--- src/rtl/parport_input_conditioner_if.sv ---
`default_nettype none
// ============================================================================
// Module   : parport_input_conditioner_if
// Purpose  : Pin/conduit bundle between the parallel-port input conditioner
//            and its consumer.
// Revision : 1.0  initial release
// ============================================================================
interface parport_input_conditioner_if #(
   parameter int WIDTH = 8
);
   logic [WIDTH-1:0] pins_i;
   logic [WIDTH-1:0] stable_o;
   logic [WIDTH-1:0] rise_o;
   logic [WIDTH-1:0] fall_o;
   logic [WIDTH-1:0] flags_o;
   logic [WIDTH-1:0] clear_i;
   logic [WIDTH-1:0] irq_mask_i;
   logic             irq_o;

   // The conditioner is the slave; whoever owns the pins and reads the
   // conduit is the master.
   modport slave (
      input  pins_i,
      input  clear_i,
      input  irq_mask_i,
      output stable_o,
      output rise_o,
      output fall_o,
      output flags_o,
      output irq_o
   );

   modport master (
      output pins_i,
      output clear_i,
      output irq_mask_i,
      input  stable_o,
      input  rise_o,
      input  fall_o,
      input  flags_o,
      input  irq_o
   );
endinterface
`default_nettype wire

--- src/rtl/parport_input_conditioner.sv ---
`default_nettype none
// ============================================================================
// Module   : parport_input_conditioner
// Purpose  : Synchronizes and debounces WIDTH raw pins, emits rise/fall
//            pulses, sticky change flags and a masked interrupt.
// Revision : 1.0  initial release
// ============================================================================
module parport_input_conditioner #(
   parameter int               WIDTH           = 8,
   parameter int               DEBOUNCE_CYCLES = 50000,
   parameter logic [WIDTH-1:0] RESET_VALUE     = '0
) (
   input  wire logic                   clk,
   input  wire logic                   reset_n,
   parport_input_conditioner_if.slave  bus
);

   localparam int               CNT_W   = (DEBOUNCE_CYCLES > 1) ? $clog2(DEBOUNCE_CYCLES) : 1;
   localparam logic [CNT_W-1:0] CNT_MAX = CNT_W'(DEBOUNCE_CYCLES - 1);
   localparam logic [CNT_W-1:0] CNT_ONE = CNT_W'(1);

   logic [WIDTH-1:0] sync1_q;
   logic [WIDTH-1:0] sync2_q;
   logic [WIDTH-1:0] stable_q, stable_d;
   logic [WIDTH-1:0] rise_q,   rise_d;
   logic [WIDTH-1:0] fall_q,   fall_d;
   logic [WIDTH-1:0] flags_q,  flags_d;
   logic             irq_q,    irq_d;
   logic [WIDTH-1:0] update_w;

   // Two-flop synchronizer; only sync2_q is ever consumed downstream.
   always_ff @(posedge clk or negedge reset_n) begin
      if (!reset_n) begin
         sync1_q <= RESET_VALUE;
         sync2_q <= RESET_VALUE;
      end else begin
         sync1_q <= bus.pins_i;
         sync2_q <= sync1_q;
      end
   end

   for (genvar i = 0; i < WIDTH; i++) begin : g_bit
      logic [CNT_W-1:0] cnt_q, cnt_d;
      logic             accept_w;

      // Any agreement with the accepted level restarts the full count.
      always_comb begin
         cnt_d    = cnt_q;
         accept_w = 1'b0;
         if (sync2_q[i] == stable_q[i]) begin
            cnt_d = '0;
         end else if (cnt_q == CNT_MAX) begin
            cnt_d    = '0;
            accept_w = 1'b1;
         end else begin
            cnt_d = cnt_q + CNT_ONE;
         end
      end

      always_ff @(posedge clk or negedge reset_n) begin
         if (!reset_n) begin
            cnt_q <= '0;
         end else begin
            cnt_q <= cnt_d;
         end
      end

      assign update_w[i] = accept_w;
   end

   always_comb begin
      stable_d = stable_q ^ update_w;
      rise_d   = update_w & sync2_q;
      fall_d   = update_w & ~sync2_q;
      // A new change on the same edge as a clear keeps the flag set.
      flags_d  = (flags_q & ~bus.clear_i) | update_w;
      irq_d    = |(flags_q & bus.irq_mask_i);
   end

   always_ff @(posedge clk or negedge reset_n) begin
      if (!reset_n) begin
         stable_q <= RESET_VALUE;
         rise_q   <= '0;
         fall_q   <= '0;
         flags_q  <= '0;
         irq_q    <= 1'b0;
      end else begin
         stable_q <= stable_d;
         rise_q   <= rise_d;
         fall_q   <= fall_d;
         flags_q  <= flags_d;
         irq_q    <= irq_d;
      end
   end

   assign bus.stable_o = stable_q;
   assign bus.rise_o   = rise_q;
   assign bus.fall_o   = fall_q;
   assign bus.flags_o  = flags_q;
   assign bus.irq_o    = irq_q;

endmodule
`default_nettype wire

--- src/flat_wrapper.sv ---
// flat-port wrapper written by rule: the top's interface ports become plain ports
module parport_input_conditioner_flat 
#(
   parameter int               WIDTH           = 8,
   parameter int               DEBOUNCE_CYCLES = 50000,
   parameter logic [WIDTH-1:0] RESET_VALUE     = '0
)
  (clk, reset_n, bus_pins_i, bus_clear_i, bus_irq_mask_i, bus_stable_o, bus_rise_o, bus_fall_o, bus_flags_o, bus_irq_o);
  parport_input_conditioner_if #(.WIDTH(WIDTH)) bus_i ();
  input  wire logic clk;
  input  wire logic reset_n;
  input wire logic [$bits(bus_i.pins_i)-1:0] bus_pins_i;
  input wire logic [$bits(bus_i.clear_i)-1:0] bus_clear_i;
  input wire logic [$bits(bus_i.irq_mask_i)-1:0] bus_irq_mask_i;
  output wire logic [$bits(bus_i.stable_o)-1:0] bus_stable_o;
  output wire logic [$bits(bus_i.rise_o)-1:0] bus_rise_o;
  output wire logic [$bits(bus_i.fall_o)-1:0] bus_fall_o;
  output wire logic [$bits(bus_i.flags_o)-1:0] bus_flags_o;
  output wire logic [$bits(bus_i.irq_o)-1:0] bus_irq_o;
  assign bus_i.pins_i = bus_pins_i;
  assign bus_i.clear_i = bus_clear_i;
  assign bus_i.irq_mask_i = bus_irq_mask_i;
  assign bus_stable_o = bus_i.stable_o;
  assign bus_rise_o = bus_i.rise_o;
  assign bus_fall_o = bus_i.fall_o;
  assign bus_flags_o = bus_i.flags_o;
  assign bus_irq_o = bus_i.irq_o;
  parport_input_conditioner #(.WIDTH(WIDTH), .DEBOUNCE_CYCLES(DEBOUNCE_CYCLES), .RESET_VALUE(RESET_VALUE)) u_core (.clk(clk), .reset_n(reset_n), .bus(bus_i));
endmodule
--- config.mk ---
export PLATFORM = sky130hd
export DESIGN_NAME = parport_input_conditioner_flat
export DESIGN_NICKNAME = d
export VERILOG_FILES = /design/src/rtl/parport_input_conditioner_if.sv /design/src/rtl/parport_input_conditioner.sv /design/src/flat_wrapper.sv
export SDC_FILE = /design/constraint.sdc
export NUM_CORES = 1
export LEC_CHECK = 0
export CELL_PAD_IN_SITES_DETAIL_PLACEMENT = 0
export CELL_PAD_IN_SITES_GLOBAL_PLACEMENT = 1
export CORE_MARGIN = 2
export CORE_UTILIZATION = 35
export CTS_CLUSTER_SIZE = 14
export DETAILED_ROUTE_END_ITERATION = 8
export GPL_ROUTABILITY_DRIVEN = 0
export HOLD_SLACK_MARGIN = 0.06
export PLACE_DENSITY = 0.73
export SYNTH_ARGS = -nofsm -noshare
export SYNTH_HDL_FRONTEND = slang
export SYNTH_SLANG_ARGS = --single-unit
--- constraint.sdc ---
create_clock -name clk -period 3.6 [get_ports clk]
set_clock_uncertainty 0.15 [all_clocks]
set_input_delay 0.54 -clock clk [delete_from_list [all_inputs] [get_ports clk]]
set_output_delay 0.54 -clock clk [all_outputs]
set_load 0.02 [all_outputs]
==> results.toml <==
[hold_path]
hold_end = "u_core.sync2_q[7]"
hold_depth = 0
worstHoldPathType = "flip-flop to flip-flop"
min_from = "u_core.sync1_q[7]"

[global_routing]
antenna_found_initial = 0
grt_pass1_wl_mm = 26.68
grt_pass1_vias = 5356
grt-ovfl-total = 0
grt_use_total_pct = 13.72
grt_max_degree = 91

[drt]
drt-total-wl_mm = 15.32
wl_per_cell_um = 13.81
drt-pass1-iter-count = 4
ant_nets = 0
vias = 5489
viasPerCell = 4.950
first_iter_violations = 238
drc = 0

[final_layout]
final.fill_count = 2073
drive_above_1_share_pct = 6.152
register_area_sq_mm = 0.004429
syn_to_final_growth_pct = 19.42
final_nets = 851
multi_input_area_sq_mm = 0.003351
antennaDiodeCount = 0

[setup_path]
worstPathCellList = "or4_1 -> or4_4 -> o21ai_2 -> nor2_1"
critPathCaptureType = "flip-flop"
slowest_stage = "or4_1"
max_stage_delay_ns = 0.53
r2r_cells = 4
r2r_slack_ns = 1.15
critPathKind = "flip-flop to flip-flop"
required_ns = 3.73
arrival_ns = 2.57
cp_max_fo = 15
r2r-start = "u_core.g_bit[4].cnt_q[12]"
rr_endpoint = "u_core.g_bit[4].cnt_q[3]"
start_kind = "flip-flop"

[floorplanning]
fp.dieW_um = 154.3
ioPinCount = 59
core-area_sq_mm = 0.02203
die_area_sq_mm = 0.02380
initial_core_util_pct = 35.89
die_h_um = 154.3
rows = 54

[pwr]
p_leak_uw = 0.003781
powerDensity_mw_per_mm2 = 426.2
power_uw = 4024
irDropWorstVdd_v = 0.0002506

[sta]
finalCriticalPeriod_ns = 2.447
grt_setup_unrepaired = "false"
worst_pin_slew_ns = 0.7297
setup_viol = 0
max_clock_freq_ghz = 0.4086
slew_headroom_pct = 51.36
setup_tns_ns = 0
finalHoldViolCount = 0
slew_violations = 0
fin_crit_sh_pct = 67.99

[synth]
synth_top_area_share_pct = 56.03
syn_inst = 745
yosys.area.top_type = "dfrtp_1"
synthFlopType = "dfrtp_1"
synth_edf_count = 0
netlist_area_sq_mm = 0.007905
avgSynthCellArea_sq_um = 10.61
synth_nets = 779
synth.area.top_cells = "dfrtp_1, xnor2_1, nor2_1"
yosysWarningCount = 0
synthTopCellsByCount = "dfrtp_1, nor2_1, xnor2_1"
synth_most_common_cell = "dfrtp_1"
postSynth.asyncResetShare_pct = 100.0
ys_seq_area_share_pct = 56.03
synth-seq-cells = 177
ys_types = 42

[clock_network]
cts_tree = "yes"
clock_tree.buffer_depth = 2
htree_levels = 4
path_clk_slew_ns = 0.07
numCtsBuffers = 17
clock_latency_ns = 0.42
clock-root-buffer = "clkbuf_16"
cts.sinks = 177

[run_status]
status = "finished, final reports clean"

[job]
maxCapViolations = 0

[placed_design]
dp_hpwl_mm = 10.38
numPortBuffers = 58
==> worst max path at each step <==
stage                               from                   endpoint  cells past startpoint
2_1_floorplan  u_core.g_bit[4].cnt_q[12]                  flip-flop                      4
3_3_place_gp   u_core.g_bit[4].cnt_q[12]   u_core.g_bit[4].cnt_q[6]                      4
3_5_place_dp   u_core.g_bit[4].cnt_q[12]  u_core.g_bit[4].cnt_q[15]                      4
4_1_cts        u_core.g_bit[4].cnt_q[12]   u_core.g_bit[4].cnt_q[3]                      4
5_1_grt        u_core.g_bit[4].cnt_q[12]   u_core.g_bit[4].cnt_q[3]                      4
6_report       u_core.g_bit[4].cnt_q[12]   u_core.g_bit[4].cnt_q[3]                      4
==> sequential cells by signal (all words and copies together), names as in the netlist, named ones only <==
signal              count
u_core.g_bit.cnt_q    128
u_core.bus.fall_o       8
u_core.bus.flags_o      8
u_core.bus.rise_o       8
u_core.sync1_q          8
u_core.sync2_q          8
u_core.bus.irq_o        1
==> critical path, delay by kind of cell (launching register included) <==
kind | cells | cell delay, ns
AND/OR/NAND/NOR | 3 | 1.21
flip-flops | 1 | 0.42
AO/OA/AOI/OAI | 1 | 0.51
==> per-layer routing <==
metal	up-vias	global-route usage [%]	part of all wire [%]
li1	2737	-	-
met1	2662	19.46	51
met2	82	20.82	45
met3	8	3.811	3.5
met4	0	3.571	0.77
met5	-	0	0
==> cell usage in the layout, fill, tap and decap left out, types with 17 or more instances in the layout <==
cell,instances
dfrtp_1,177
nor2_1,137
xnor2_1,83
clkdlybuf4s50_1,57
nand3_1,42
nand4_1,37
nand2_1,35
xor2_1,34
nor4_1,30
nor3_1,22
inv_1,21
and3_1,17
clkbuf_16,17
==> stage by stage <==
| step | std cells | area [sq um] | hold WS (ns) | utilization, % | worst slack (ns) |
|---|---|---|---|---|---|
| detailed placement | 1077 | 8848 | 0.1855 | 40.17 | 1.171 |
| finish | 1109 | 9440 | 0.1965 | 42.86 | 1.153 |
| global route | 1109 | 9440 | 0.2099 | 42.86 | 1.019 |
| floorplan | 745 | 7905 | 0.09441 | - | 1.432 |
| CTS | 1109 | 9440 | 0.2002 | 42.86 | 1.135 |
| global placement | 1077 | 8848 | 0.1851 | 40.17 | 1.197 |
==> logic make-up after synthesis <==
logic type / after synthesis / share of synthesized area, %
compound gates: 23 / 2.026
fa+ha+maj: 8 / 1.266
buf+inv: 31 / 1.583
simple gates: 381 / 24.99
xor+xnor: 117 / 12.96
flops: 177 / 56.03
mux: 8 / 1.140
==> final cells by class <==
type | instances | area share [%]
flip-flops and latches | 177 | 46.92
multi-input cells | 537 | 35.49
repair buffers | 63 | 6.879
clock buffers | 18 | 4.546
well taps | 280 | 3.711
clock inverters | 13 | 1.617
inverters | 21 | 0.8350
==> power breakdown <==
group | total, uW | leakage (uW) | switching [uW] | internal (uW)
Sequential | 2050 | 0.00242 | 30.7 | 2020
Combinational | 139 | 0.00108 | 83.2 | 55.6
Clock | 1840 | 0.000280 | 801 | 1030
Total | 4020 | 0.00378 | 914 | 3110
==> timing repair <==
item                      CTS  global route
setup buffers               0             0
resized for setup           0             0
hold buffers                1             0
hold endpoints to repair   11             0
Note: power is estimated with default switching activity, not from simulation.
